`config.mk`:
```
export PLATFORM = sky130hd
export DESIGN_NAME = nn_neuron_mac_flat
export DESIGN_NICKNAME = d
export VERILOG_FILES = /design/src/rtl/nn_neuron_mac_if.sv /design/src/rtl/nn_neuron_mac.sv /design/src/flat_wrapper.sv
export SDC_FILE = /design/constraint.sdc
export NUM_CORES = 1
export LEC_CHECK = 0
export CAP_MARGIN = 20
export CORE_ASPECT_RATIO = 0.7
export CORE_UTILIZATION = 28
export CTS_CLUSTER_DIAMETER = 200
export DETAILED_ROUTE_END_ITERATION = 10
export PLACE_DENSITY = 0.51
export SYNTH_ARGS = -nofsm -noshare
export SYNTH_HDL_FRONTEND = slang
export SYNTH_SLANG_ARGS = --single-unit
export TNS_END_PERCENT = 30
```
`constraint.sdc`:
```
create_clock -name clk -period 9.35 [get_ports clk]
set_clock_uncertainty 0.05 [all_clocks]
set_input_delay 2.805 -clock clk [delete_from_list [all_inputs] [get_ports clk]]
set_output_delay 2.805 -clock clk [all_outputs]
set_load 0.02 [all_outputs]
```
`src/rtl/nn_neuron_mac_if.sv`:
```
`default_nettype none
// ============================================================================
// Module   : nn_neuron_mac_if
// Purpose  : Control, weight-write, sample and result bundle for nn_neuron_mac.
// Revision : 1.0 - initial release
// ============================================================================
interface nn_neuron_mac_if #(
    parameter int N_IN = 4,
    parameter int XW   = 4,
    parameter int BW   = 8,
    parameter int OUTW = 8
);
    logic                          ena;
    logic                          clr;
    logic                          w_we;
    logic [$clog2(N_IN + 1)-1:0]   w_addr;
    logic [BW-1:0]                 w_data;
    logic                          x_valid;
    logic                          x_ready;
    logic [XW-1:0]                 x_data;
    logic                          out_valid;
    logic [OUTW-1:0]               out_data;
    logic                          busy;

    modport master (
        output ena, clr, w_we, w_addr, w_data, x_valid, x_data,
        input  x_ready, out_valid, out_data, busy
    );

    modport slave (
        input  ena, clr, w_we, w_addr, w_data, x_valid, x_data,
        output x_ready, out_valid, out_data, busy
    );
endinterface
`default_nettype wire

```
`src/rtl/nn_neuron_mac.sv`:
```
`default_nettype none
// ============================================================================
// Module   : nn_neuron_mac
// Purpose  : Single-neuron multiply-accumulate with bias, ReLU and saturation.
// Revision : 1.0 - initial release
// ============================================================================
module nn_neuron_mac #(
    parameter int N_IN = 4,
    parameter int XW   = 4,
    parameter int WW   = 4,
    parameter int BW   = 8,
    parameter int ACCW = 12,
    parameter int OUTW = 8
) (
    input  wire             clk,
    input  wire             rst_n,
    nn_neuron_mac_if.slave  bus
);
    localparam int c_IW = $clog2(N_IN);
    localparam int c_AW = $clog2(N_IN + 1);
    localparam int c_PW = XW + WW;

    localparam logic [1:0] c_IDLE = 2'd0;
    localparam logic [1:0] c_ACC  = 2'd1;
    localparam logic [1:0] c_DONE = 2'd2;

    localparam logic [c_IW-1:0]        c_LAST    = c_IW'(N_IN - 1);
    localparam logic signed [ACCW-1:0] c_OUT_MAX = ACCW'({OUTW{1'b1}});

    logic [1:0]              r_state;
    logic signed [ACCW-1:0]  r_acc;
    logic [c_IW-1:0]         r_idx;
    logic signed [WW-1:0]    r_w [N_IN];
    logic signed [BW-1:0]    r_bias;
    logic [OUTW-1:0]         r_out_data;

    logic                    w_active;
    logic                    w_accept;
    logic                    w_wr_en;
    logic signed [c_PW-1:0]  w_x_ext;
    logic signed [c_PW-1:0]  w_w_ext;
    logic signed [c_PW-1:0]  w_prod;
    logic signed [ACCW-1:0]  w_prod_ext;
    logic signed [ACCW-1:0]  w_bias_ext;
    logic [OUTW-1:0]         w_sat;

    assign w_active      = bus.ena && !bus.clr;
    assign bus.x_ready   = rst_n && bus.ena && ((r_state == c_IDLE) || (r_state == c_ACC));
    assign bus.busy      = (r_state == c_ACC);
    assign bus.out_valid = w_active && (r_state == c_DONE);
    // The strobe cycle shows the fresh result; afterwards the register holds it.
    assign bus.out_data  = bus.out_valid ? w_sat : r_out_data;
    assign w_accept      = bus.x_valid && bus.x_ready && !bus.clr;
    assign w_wr_en       = w_active && bus.w_we && (r_state == c_IDLE);

    // r_idx is 0 whenever the FSM is idle, so this also serves the first sample.
    assign w_x_ext    = {{WW{bus.x_data[XW-1]}}, bus.x_data};
    assign w_w_ext    = {{XW{r_w[r_idx][WW-1]}}, r_w[r_idx]};
    assign w_prod     = w_x_ext * w_w_ext;
    assign w_prod_ext = {{(ACCW - c_PW){w_prod[c_PW-1]}}, w_prod};
    assign w_bias_ext = {{(ACCW - BW){r_bias[BW-1]}}, r_bias};

    always_comb begin
        w_sat = r_acc[OUTW-1:0];
        if (r_acc[ACCW-1]) begin
            w_sat = '0;
        end else if (r_acc > c_OUT_MAX) begin
            w_sat = '1;
        end
    end

    always_ff @(posedge clk or negedge rst_n) begin
        if (!rst_n) begin
            for (int i = 0; i < N_IN; i++) begin
                r_w[i] <= '0;
            end
            r_bias <= '0;
        end else if (w_wr_en) begin
            for (int i = 0; i < N_IN; i++) begin
                if (bus.w_addr == c_AW'(i)) begin
                    r_w[i] <= bus.w_data[WW-1:0];
                end
            end
            if (bus.w_addr == c_AW'(N_IN)) begin
                r_bias <= bus.w_data;
            end
        end
    end

    always_ff @(posedge clk or negedge rst_n) begin
        if (!rst_n) begin
            r_state    <= c_IDLE;
            r_acc      <= '0;
            r_idx      <= '0;
            r_out_data <= '0;
        end else if (bus.ena) begin
            if (bus.clr) begin
                r_state <= c_IDLE;
                r_acc   <= '0;
                r_idx   <= '0;
            end else begin
                case (r_state)
                    c_IDLE: begin
                        if (w_accept) begin
                            r_acc   <= w_bias_ext + w_prod_ext;
                            r_idx   <= c_IW'(1);
                            r_state <= c_ACC;
                        end
                    end
                    c_ACC: begin
                        if (w_accept) begin
                            r_acc <= r_acc + w_prod_ext;
                            if (r_idx == c_LAST) begin
                                r_idx   <= '0;
                                r_state <= c_DONE;
                            end else begin
                                r_idx <= r_idx + c_IW'(1);
                            end
                        end
                    end
                    c_DONE: begin
                        r_out_data <= w_sat;
                        r_state    <= c_IDLE;
                    end
                    default: begin
                        r_state <= c_IDLE;
                        r_idx   <= '0;
                    end
                endcase
            end
        end
    end
endmodule
`default_nettype wire

```
`src/flat_wrapper.sv`:
```
// flat-port wrapper written by rule: the top's interface ports become plain ports
module nn_neuron_mac_flat 
#(
    parameter int N_IN = 4,
    parameter int XW   = 4,
    parameter int WW   = 4,
    parameter int BW   = 8,
    parameter int ACCW = 12,
    parameter int OUTW = 8
)
  (clk, rst_n, bus_ena, bus_clr, bus_w_we, bus_w_addr, bus_w_data, bus_x_valid, bus_x_data, bus_x_ready, bus_out_valid, bus_out_data, bus_busy);
  nn_neuron_mac_if #(.N_IN(N_IN), .XW(XW), .BW(BW), .OUTW(OUTW)) bus_i ();
  input  wire clk;
  input  wire rst_n;
  input wire logic [$bits(bus_i.ena)-1:0] bus_ena;
  input wire logic [$bits(bus_i.clr)-1:0] bus_clr;
  input wire logic [$bits(bus_i.w_we)-1:0] bus_w_we;
  input wire logic [$bits(bus_i.w_addr)-1:0] bus_w_addr;
  input wire logic [$bits(bus_i.w_data)-1:0] bus_w_data;
  input wire logic [$bits(bus_i.x_valid)-1:0] bus_x_valid;
  input wire logic [$bits(bus_i.x_data)-1:0] bus_x_data;
  output wire logic [$bits(bus_i.x_ready)-1:0] bus_x_ready;
  output wire logic [$bits(bus_i.out_valid)-1:0] bus_out_valid;
  output wire logic [$bits(bus_i.out_data)-1:0] bus_out_data;
  output wire logic [$bits(bus_i.busy)-1:0] bus_busy;
  assign bus_i.ena = bus_ena;
  assign bus_i.clr = bus_clr;
  assign bus_i.w_we = bus_w_we;
  assign bus_i.w_addr = bus_w_addr;
  assign bus_i.w_data = bus_w_data;
  assign bus_i.x_valid = bus_x_valid;
  assign bus_i.x_data = bus_x_data;
  assign bus_x_ready = bus_i.x_ready;
  assign bus_out_valid = bus_i.out_valid;
  assign bus_out_data = bus_i.out_data;
  assign bus_busy = bus_i.busy;
  nn_neuron_mac #(.N_IN(N_IN), .XW(XW), .WW(WW), .BW(BW), .ACCW(ACCW), .OUTW(OUTW)) u_core (.clk(clk), .rst_n(rst_n), .bus(bus_i));
endmodule
```
==> results.toml <==
[outcome]
outcome = "complete, no violations"

[floorplan]
num_io_pins = 32
initial_core_util_pct = 29.2
rows = 33
die_w_um = 135
die_area_um2 = 12900
core_area_um2 = 11900
fp.dieH_um = 95.2

[synthesis]
syn_inst = 342
yosys-top-cells-area = "dfrtp_1 (35%), ha_1 (12%), mux2_2 (7.8%), fa_1 (6.3%), o21ai_0 (4.9%)"
synth-edff-count = 0
yosysTopAreaCellShare_pct = 34.6
ys_ff_latch = 48
synth.distinct_cells = 55
synth_nets = 406
async_reset_ff_share_pct = 100
synth_area_per_cell_um2 = 10.2
yosys_most_used_dff = "dfrtp_1"
synth_area_um2 = 3470
ys_warn_count = 0
yosysTopAreaCell = "dfrtp_1"
ys_seq_area_share_pct = 34.6

[layout]
syn_to_final_growth_pct = 18.9
fin_nets = 440
layoutNonFillerInstCount = 534
final_common_cell = "dfrtp_1"
fin_util_pct = 34.8
final_cell_mix = "dfrtp_1 (48), o21ai_0 (34), ha_1 (32)"
antenna_cells = 0
drive_gt1_share_pct = 11.4
fillCellCount = 1203

[placed_design]
numPlacedInstances = 526
port_buffers = 31
routabilityCongestion = 0.866
place_hpwl_mm = 6.81

[setup_path]
cpPeakStageDelay_ns = 0.67
cp.required_ns = 6.50
crit_path_end_kind = "primary output"
worstSetupStartpointType = "input pin"
critPathMostFrequentCell = "clkdlybuf4s50_1"
crit_path_max_fanout = 17
cp_data_arrival_time_ns = 5.14
slowest_stage = "clkdlybuf4s50_1"
cp_cell_sequence = "clkdlybuf4s50_1 > nor2_1 > nand3_1 > o21ai_0 > clkdlybuf4s50_1"
critPathKind = "input pin to primary output"

[pwr]
total_power_mw = 1.31
powerDensity_nw_per_um2 = 318
p_leak_nw = 1.92
ir_drop_mv = 0.110

[sta]
fmax_mhz = 125
tightestPinTransition_ns = 0.674
maxSlewHeadroom_pct = 55.1
layout_min_cycle_time_ns = 8.00
maxSlewViolCount = 0
period_share_pct = 85.5
report.final.setup_viol = 0
hold_viol_final = 0
rsz0062_at_grt = "no"
setup_tns_ns = 0

[clocking]
insertion_delay_ns = 0.29
clock_sinks = 48
cts_max_level = 2
root_buffer = "clkbuf_16"
cts_tree = "done"
post_cts_resized = 0
cts_hold_buffers = 0
ctsLongestPathBuffers = 2
post-cts-setup-buffers = 0
clkTransAtPathRegs_ns = 0.07
cts_made_buffers = 5

[routing]
vias = 2669
via_per_inst = 5.00
drcViolationCount = 0
finalWirelength_mm = 8.56
post_drt_wl_per_cell_um = 16.0
drtAntennaViolNets = 0
dr.pass1.iters = 4
drt_iter0_markers = 134

[worst_hold_path]
min_path_type = "flop to flop"

[global_routing]
grt-ovfl-total = 0
grt_use_total_pct = 14.2
grt_max_degree = 52
grt_pass1_wl_mm = 13.9
grt_pass1_vias = 2620
antenna_found_initial = 0

[job]
cap_violations = 0
power breakdown:
group          internal, mW  switching (mW)
registers             0.261          0.0398
logic                 0.356           0.445
clock network         0.127          0.0832
per-stage QoR:
stage	hold WS, ns	worst slack, ns	area (µm²)
after floorplan	0.411	2.16	3470
after global placement	0.429	1.38	3960
after detailed placement	0.435	1.33	3960
after CTS	0.451	1.33	4130
after global routing	0.469	1.19	4130
final	0.447	1.35	4130
per-layer routing:
layer	up-vias	routed length, µm	GRT usage [%]
met5	-	0	0
met4	0	48	3.93
met3	2	384	2.66
met2	53	3470	19.8
met1	1303	4650	21.9
li1	1311	-	-
critical path, delay by kind of cell:
family,cells,cell delay (ns)
buffers and inverters,2,1.26
AND/OR/NAND/NOR,2,0.63
AO/OA/AOI/OAI,1,0.45
state kept, by name, summed over array words and instances, names as in the netlist:
register	flops
u_core.r_bias	8
u_core.r_state	2
u_core.r_acc	12
u_core.r_w	16
u_core.r_idx	2
u_core.r_out_data	8
cells by family (layout without fill, tap and decap cells):
kind of cell    Yosys count  in the layout  share of synthesized area (%)
compound gates           88             88                           15.8
flops                    48             48                           34.6
mux                      28             28                           10.7
buf+inv                  26             61                           3.02
fa+ha+maj                43             43                           17.9
simple gates             92             92                           13.3
xor+xnor                 17             17                           4.72
path summary, 6_finish.rpt:
check	endpoint	start	cells past startpoint	slack (ns)
setup reg to reg	u_core.r_acc[11]	u_core.r_idx[0]	20	3.43
setup / recovery	bus_out_data[1]	bus_clr	5	1.35
hold reg to reg	u_core.r_out_data[2]	u_core.r_out_data[2]	2	0.45
min in group asynchronous	u_core.r_bias[6]	rst_n	2	2.58
hold / removal	u_core.r_out_data[2]	u_core.r_out_data[2]	2	0.45
max in group asynchronous	u_core.r_out_data[1]	rst_n	2	6.22
cell type report:
type,count,area (µm²),area share [%]
Clock buffer,5,125,3.03
Clock inverter,3,46.3,1.12
Inverter,20,75.1,1.82
Multi-Input combinational cell,268,2170,52.5
Sequential cell,48,1200,29.1
Tap cell,157,196,4.75
Timing Repair Buffer,33,320,7.75
synth_stat cells, types with 6 or more instances:
cell     instances
a21o_1           6
a21oi_1         13
and2_1           9
dfrtp_1         48
fa_1            11
ha_1            32
inv_1           19
mux2_2          24
nand2_1         30
nand3_1          7
nor2_1          17
nor3_1           6
o21ai_0         34
or3_1            6
xnor2_1         10
No activity file was read; power rests on OpenSTA's default activity.
